### config.mk
export PLATFORM = sky130hd
export DESIGN_NAME = butterfly_core_scaled
export DESIGN_NICKNAME = d
export VERILOG_FILES = /design/src/rtl/butterfly_core_scaled.sv
export SDC_FILE = /design/constraint.sdc
export NUM_CORES = 2
export LEC_CHECK = 0
export BUFFER_PORTS_ARGS = -buffer_cell sky130_fd_sc_hd__buf_2
export CAP_MARGIN = 5
export CORE_ASPECT_RATIO = 0.5
export CORE_UTILIZATION = 45
export CTS_CLUSTER_SIZE = 25
export DETAILED_ROUTE_END_ITERATION = 12
export GPL_TIMING_DRIVEN = 0
export SLEW_MARGIN = 20
export SYNTH_ARGS = -nofsm -noshare
export SYNTH_HDL_FRONTEND = slang
export SYNTH_SLANG_ARGS = --single-unit
export TNS_END_PERCENT = 50
### constraint.sdc
create_clock -name clk -period 19.29 [get_ports clk]
set_clock_uncertainty 0.1 [all_clocks]
set_input_delay 0.9645 -clock clk [delete_from_list [all_inputs] [get_ports clk]]
set_output_delay 0.9645 -clock clk [all_outputs]
set_load 0.01 [all_outputs]
### src/rtl/butterfly_core_scaled.sv
// Radix-2 DIT butterfly with valid/ready backpressure, runtime inverse mode,
// optional divide-by-2 with rounding, output saturation and overflow flags.
module butterfly_core_scaled #(
  parameter int FFT_N    = 10,
  parameter int FFT_DW   = 16,
  parameter int TW_DW    = 16,
  parameter int STAGE_BW = 4
) (
  input  logic                  clk,
  input  logic                  reset,
  input  logic [STAGE_BW-1:0]   fft_stage,
  input  logic                  inverse,
  input  logic                  scale_shift,
  input  logic                  in_valid,
  output logic                  in_ready,
  input  logic [1:0]            in_ctrl,
  input  logic [FFT_N-2:0]      in_addr,
  input  logic [2*FFT_DW-1:0]   in_a,
  input  logic [2*FFT_DW-1:0]   in_b,
  input  logic [TW_DW-1:0]      tw_re,
  input  logic [TW_DW-1:0]      tw_im,
  output logic                  out_valid,
  input  logic                  out_ready,
  output logic [1:0]            out_ctrl,
  output logic [FFT_N-2:0]      out_addr,
  output logic [2*FFT_DW-1:0]   out_a,
  output logic [2*FFT_DW-1:0]   out_b,
  output logic                  out_ovf,
  output logic                  ovf_sticky,
  input  logic                  ovf_clear,
  output logic                  stage_err
);

  localparam int PW = FFT_DW + TW_DW + 1;
  localparam int RW = FFT_DW + 2;
  localparam logic signed [PW-1:0] RND = PW'(1) <<< (TW_DW - 2);
  localparam logic signed [TW_DW-1:0] TW_MIN = {1'b1, {(TW_DW-1){1'b0}}};
  localparam logic signed [TW_DW-1:0] TW_MAX = {1'b0, {(TW_DW-1){1'b1}}};
  localparam logic signed [RW:0] S_MAX = (RW+1)'((1 << (FFT_DW - 1)) - 1);
  localparam logic signed [RW:0] S_MIN = -S_MAX - (RW+1)'(1);

  // Handshake: a beat moves on any edge where valid & ready are both high.
  // The whole pipe advances together on ce; the input is ready exactly when
  // the output register is empty or being drained this cycle.
  logic ce;
  assign ce       = ~out_valid | out_ready;
  assign in_ready = ce;

  logic stage_ok;
  assign stage_ok = 32'(fft_stage) < FFT_N;

  // S1: captured beat
  logic                     v1, inv1, scl1;
  logic [1:0]               ctrl1;
  logic [FFT_N-2:0]         addr1;
  logic signed [FFT_DW-1:0] ar1, ai1, br1, bi1;
  logic signed [TW_DW-1:0]  wr1, wi1;

  // S2: rounded complex product
  logic                     v2, scl2;
  logic [1:0]               ctrl2;
  logic [FFT_N-2:0]         addr2;
  logic signed [FFT_DW-1:0] ar2, ai2;
  logic signed [RW-1:0]     pr2, pi2;

  // S3: unscaled butterfly results
  logic                     v3, scl3;
  logic [1:0]               ctrl3;
  logic [FFT_N-2:0]         addr3;
  logic signed [RW-1:0]     xar3, xai3, xbr3, xbi3;

  // Conjugated twiddle; the most negative value cannot be negated exactly.
  logic signed [TW_DW-1:0] wi_eff;
  assign wi_eff = !inv1 ? wi1 : (wi1 == TW_MIN) ? TW_MAX : -wi1;

  logic signed [PW-1:0] bre, bie, wre, wie, pr_full, pi_full, pr_rnd, pi_rnd;
  assign bre     = PW'(br1);
  assign bie     = PW'(bi1);
  assign wre     = PW'(wr1);
  assign wie     = PW'(wi_eff);
  assign pr_full = bre * wre - bie * wie;
  assign pi_full = bre * wie + bie * wre;
  assign pr_rnd  = pr_full + RND;
  assign pi_rnd  = pi_full + RND;

  logic unused_bits;
  assign unused_bits = ^{pr_rnd[TW_DW-2:0], pi_rnd[TW_DW-2:0]};

  function automatic logic [FFT_DW:0] scale_sat(input logic signed [RW-1:0] x,
                                                input logic scl);
    logic signed [RW:0] t;
    logic               ov;
    t  = (RW+1)'(x);
    if (scl) begin
      t = t + (RW+1)'(1);
      t = t >>> 1;
    end
    ov = 1'b0;
    if (t > S_MAX) begin
      t  = S_MAX;
      ov = 1'b1;
    end else if (t < S_MIN) begin
      t  = S_MIN;
      ov = 1'b1;
    end
    return {ov, t[FFT_DW-1:0]};
  endfunction

  logic [FFT_DW:0] sar, sai, sbr, sbi;
  assign sar = scale_sat(xar3, scl3);
  assign sai = scale_sat(xai3, scl3);
  assign sbr = scale_sat(xbr3, scl3);
  assign sbi = scale_sat(xbi3, scl3);

  always_ff @(posedge clk) begin
    if (reset) begin
      v1 <= 1'b0; inv1 <= 1'b0; scl1 <= 1'b0; ctrl1 <= '0; addr1 <= '0;
      ar1 <= '0; ai1 <= '0; br1 <= '0; bi1 <= '0; wr1 <= '0; wi1 <= '0;
      v2 <= 1'b0; scl2 <= 1'b0; ctrl2 <= '0; addr2 <= '0;
      ar2 <= '0; ai2 <= '0; pr2 <= '0; pi2 <= '0;
      v3 <= 1'b0; scl3 <= 1'b0; ctrl3 <= '0; addr3 <= '0;
      xar3 <= '0; xai3 <= '0; xbr3 <= '0; xbi3 <= '0;
      out_valid <= 1'b0; out_ctrl <= '0; out_addr <= '0;
      out_a <= '0; out_b <= '0; out_ovf <= 1'b0;
    end else if (ce) begin
      // Illegal-stage beats are swallowed here as bubbles.
      v1    <= in_valid & stage_ok;
      inv1  <= inverse;
      scl1  <= scale_shift;
      ctrl1 <= in_ctrl;
      addr1 <= in_addr;
      ar1   <= in_a[FFT_DW-1:0];
      ai1   <= in_a[2*FFT_DW-1:FFT_DW];
      br1   <= in_b[FFT_DW-1:0];
      bi1   <= in_b[2*FFT_DW-1:FFT_DW];
      wr1   <= tw_re;
      wi1   <= tw_im;

      v2    <= v1;
      scl2  <= scl1;
      ctrl2 <= ctrl1;
      addr2 <= addr1;
      ar2   <= ar1;
      ai2   <= ai1;
      pr2   <= pr_rnd[PW-1:TW_DW-1];
      pi2   <= pi_rnd[PW-1:TW_DW-1];

      v3    <= v2;
      scl3  <= scl2;
      ctrl3 <= ctrl2;
      addr3 <= addr2;
      xar3  <= RW'(ar2) + pr2;
      xai3  <= RW'(ai2) + pi2;
      xbr3  <= RW'(ar2) - pr2;
      xbi3  <= RW'(ai2) - pi2;

      out_valid <= v3;
      out_ctrl  <= ctrl3;
      out_addr  <= addr3;
      out_a     <= {sai[FFT_DW-1:0], sar[FFT_DW-1:0]};
      out_b     <= {sbi[FFT_DW-1:0], sbr[FFT_DW-1:0]};
      out_ovf   <= sar[FFT_DW] | sai[FFT_DW] | sbr[FFT_DW] | sbi[FFT_DW];
    end
  end

  // Sticky flags; an overflow transfer beats a simultaneous clear.
  always_ff @(posedge clk) begin
    if (reset) begin
      ovf_sticky <= 1'b0;
      stage_err  <= 1'b0;
    end else begin
      if (out_valid & out_ready & out_ovf) ovf_sticky <= 1'b1;
      else if (ovf_clear)                  ovf_sticky <= 1'b0;
      if (in_valid & ce & ~stage_ok)       stage_err  <= 1'b1;
    end
  end

endmodule

# Yosys cells after proc, flatten, opt, wreduce, memory -nomap -nowiden
# Cells that the tools add are included.
dict set report totals {
  reg_bits 355
  wordCells 98
  inputBits 118
  output_inout_bits 80
}
dict set report classes {
  muxes 24
  mul 4
  reduce_logical 1
  bitwise_logic 11
  n_lt_le_gt_ge 9
  n_addsub 13
  eq_ne 1
}
# op count
set ops {}
lappend ops {{two-way mux 16 bit} 10}
lappend ops {{multiplier 16 x 16 -> 32 bit} 4}
lappend ops {{adder 18 x 2 -> 19 bit, second input constant} 4}
lappend ops {{greater-than comparator 19 x 16 -> 1 bit, second input constant} 4}
lappend ops {{less-than comparator 19 x 16 -> 1 bit, second input constant} 4}
lappend ops {{two-way mux 19 bit} 4}
lappend ops {{adder 33 x 16 -> 33 bit, second input constant} 2}
lappend ops {{adder 16 x 18 -> 18 bit} 2}
lappend ops {{subtractor 16 x 18 -> 18 bit} 2}
lappend ops {{adder 32 x 32 -> 33 bit} 1}
lappend ops {{subtractor 32 x 32 -> 33 bit} 1}
lappend ops {{== test 16 bit, second input constant} 1}
lappend ops {{negation 16 bit} 1}
lappend ops {{two-way mux 1 bit} 10}
lappend ops {{bitwise AND 1 bit} 5}
lappend ops {{less-than comparator 4 bit, second input constant} 1}
lappend ops {{bitwise OR 1 bit} 4}
lappend ops {{inverter 1 bit} 2}
lappend ops {{nonzero test 2 bit} 1}

# Longest topological paths before layout
dict set report logic_depth {
  depth_word 8
  ltp_mapped 37
  depth_no_buf 36
}

# Least setup slack after synthesis
# No wires, ideal clock.
dict set report synth_timing {
  kind {register to register}
  startpoint {register wi1[0]}
  endpoint {register pi2[17]}
  path_slack_ps 10427
  n_path_buf 1
  t_required_ps 19089
  t_arrival_ps 8662
  path_stages_with_launch 33
  setup_time_ps 101
  period_less_slack_ps 8863
  cell_sequence {dfxtp_1 inv_1 ha_1 or4b_1 nand3b_1 or4b_2 o211a_1 clkbuf_1 and2_1 fa_1 inv_1 fa_1 fa_1 inv_1 fa_1 inv_1 fa_1 inv_1 fa_1 fa_1 inv_1 fa_1 inv_1 ha_1 a21oi_1 o21ai_0 or4_1 nand4_1 o21ai_1 a31o_2 a21oi_1 nor4b_1 o41ai_1}
}
dict set report synth_between {
  elab_chain_cells 6
  elab_cells_between_ends 7
  classes_between {add/sub (3); mul (1); eq/ne (1); mux (2)}
}
# element line
set synth_lines {}
lappend synth_lines {{start, declared} 57} ;# logic signed [TW_DW-1:0] wr1, wi1;
lappend synth_lines {{start signal, assigned} 137} ;# wi1 <= tw_im;
lappend synth_lines {{negation 16 bit or == test 16 bit (tied branches)} 74} ;# assign wi_eff = !inv1 ? wi1 : (wi1 == TW_MIN) ? TW_MAX : -wi1;
lappend synth_lines {{two-way mux 16 bit} 74}
lappend synth_lines {{two-way mux 16 bit *} 74}
lappend synth_lines {{multiplier 16 x 16 -> 32 bit *} 82} ;# assign pi_full = bre * wie + bie * wre;
lappend synth_lines {{adder 32 x 32 -> 33 bit *} 82}
lappend synth_lines {{adder 33 x 16 -> 33 bit *} 84} ;# assign pi_rnd = pi_full + RND;
lappend synth_lines {{end signal, assigned} 146} ;# pi2 <= pi_rnd[PW-1:TW_DW-1];
lappend synth_lines {{end, declared} 64} ;# logic signed [RW-1:0] pr2, pi2;
# Every way passes the cells marked *; elsewhere a longest branch is shown, timed or not.
# A chain may end at the register's enable or synchronous reset.

# Worst setup path after layout
# Same ends and word-level chain as after synthesis.

==> metrics.txt <==
ANT nets after route=0; initial antenna violation count=13; CP top delay family=adder cells; Clock Sinks=353; hpwl dp=172 mm; crit path time final=11760 ps; CP max FO=10; Final Hold Fails=0; crit path buf inv count=9; max-cap violation count=0; RSZ-0062 raised after global routing=false; cts repair resizes=0; Setup CP Type=reg -> reg; full die area=128000 sq um; Starting Density=a little under half; Max Freq=85.0 MHz; overall via count from detail_route=45.6k; Setup crit end kind=register; Setup TNS Final=0 ps; H-tree Lvls=2; Synth Register Bits=353; Mean Syn Cell Area=approximately 8.6 sq um; number of port buffers=between 150 and 200; Worst Setup Start Kind=register; GRT overflow=0; number of synthesized flops with an enable pin=0; syn nets=8250; Clk pin slew, worst setup/hold paths=70 ps; Skew-Pair Late Insertion Delay=630 ps; period utilisation layout=61.0%; die width=505 um; Core Area=124000 sq um; CTS Buf Count=40; share of cells above drive strength 1=4.52%; CTS tree=built; Layout Nets=around 8.5k; Worst Tran Pin Value=1280 ps; drt drc=60; slowest stage cell, crit path=nand2_1; crit path DAT=about 12000 ps; Post-synth ARST share=0%; final wirelength=206 mm; Cells after Synth=6583; failing checks=design-rule violations; Iteration-0 DRC Markers=3954; sequential share of the synthesized area=12.4%; Vias/cell=5.34; Yosys warning count=0; synthesized area=56900 sq um; Clock Path Buffers=3; first-pass GRT wire length=between 300 and 400 mm; largest net degree at the start of global routing=16; Synth Flop Type=dfxtp_1; final setup fails=0; # rows=91; post-CTS setup buffers=0; Routed WL per cell=around 24 um; worst rel slew slack=approximately 15%; CP required=19670 ps; Worst Hold Class=reg -> reg; placer congestion estimate=1.05; Hold Buf Count CTS=0; tightest hold margin=346 ps; die height=254 um; Critical Path Max Stage Delay=850 ps; library cells used by synthesis=between 70 and 80; Crit path top cell by count=fa_1; Final Max Tran Viols=0; TritonRoute pass-1 iters=12; status=complete, but fails checks; Tot GR Track Use=32.9%; vias in the first global route=between 40k and 50k; IO Count=roughly 200; Root Buffer Master=clkbuf_16; P&R area growth vs syn=7.97%
## metrics by stage
stage / cells / cell area, sq um / util [%] / setup WS, ps
final: 8537 / 61500 / 49.4 / 7530
after global routing: 8529 / 61400 / 49.4 / 7200
after CTS: 8527 / 61400 / 49.4 / 7800
after detailed placement: 8456 / 60100 / 48.3 / 7820
after global placement: 8453 / 60000 / 48.3 / 7810
after floorplan: 6583 / 56900 / - / 10430
## synthesized netlist by cell type, types with 6 or more instances
master,count,area share (%)
a211o_1,7,0.11
a211oi_1,50,0.66
a21o_1,44,0.58
a21oi_1,358,3.1
a311oi_1,18,0.28
a31oi_1,15,0.16
a32o_1,6,0.11
a32oi_1,10,0.15
and2_1,351,3.9
and3_1,15,0.16
buf_1,18,0.12
clkbuf_1,337,2.2
dfxtp_1,353,12
fa_1,1177,41
ha_1,372,8.2
inv_1,1405,9.3
nand2_1,1134,7.5
nand2b_1,62,0.68
nand3_1,58,0.51
nand4_1,22,0.24
nor2_1,227,1.5
nor2b_1,38,0.42
nor3_1,42,0.37
nor4_1,10,0.11
o211ai_1,27,0.36
o21a_1,7,0.092
o21ai_0,129,1.1
o21bai_1,14,0.18
o31ai_1,10,0.13
o41ai_1,7,0.11
or3_1,22,0.24
xnor2_1,102,1.6
xor2_1,40,0.62
## worst paths after layout
check                 from        to  slack (ps)  cells after the start
setup reg to reg    wi1[0]   pi2[17]        7530                     33
setup / recovery    wi1[0]   pi2[17]        7530                     33
hold / removal    ctrl1[1]  ctrl2[1]         350                      2
hold reg to reg   ctrl1[1]  ctrl2[1]         350                      2
## cells by family after synthesis
kind of cell,count (synthesis),synth area share (%)
and+or+nand+nor,2016,16.1
buffers and inverters,1769,11.7
adders and majority gates,1549,49.6
AOI/OAI and AO/OA,749,7.95
DFF,353,12.4
xor gates and xnor gates,142,2.18
muxes,5,0.0901
## area by class of cell
class / instances / area (sq um)
Fill cell: 12400 / 62900
Multi-Input combinational cell: 4461 / 43200
Sequential cell: 353 / 7070
Inverter: 1406 / 5280
Tap cell: 1674 / 2090
Buffer: 363 / 1390
Clock buffer: 49 / 1110
Timing Repair Buffer: 199 / 1040
Clock inverter: 22 / 246
Antenna cell: 10 / 25.0
## layout by cell type (no fill, tap or decap), types with 42 or more instances in the layout
master	instances
a211oi_1	49
fa_1	1177
ha_1	372
buf_2	201
nand3_1	58
xnor2_1	102
nor3_1	42
and2_1	351
nor2_1	227
clkbuf_1	327
nand2_1	1134
a21o_1	44
a21oi_1	358
nand2b_1	62
dfxtp_1	353
o21ai_0	129
inv_1	1405
## state kept, by name (all words and copies together) (netlist names), 17 cells and up
signal,count
xbi3,17
out_b,32
xar3,18
xbr3,17
pi2,18
xai3,18
out_a,32
pr2,18
## layer usage
metal  routed length, um  track usage [%]  share of wire [%]  vias to the layer above
met5                 175             1.65              0.085                        -
met3               23300             10.2                 11                      373
met1               87100             44.5                 42                    22900
met2               86100             48.8                 42                     2129
li1                    -                -                  -                    20200
met4                9700             13.5                4.7                        8
## worst min-delay path, stage by stage, from the launching register on
cell and delay, ps:
dfxtp_1 310, nand2_1 50, a21oi_1 50
Power is left out: the tool's default activity adds up to more than one toggle a clock period on the data nets, which glitch-free logic cannot reach.
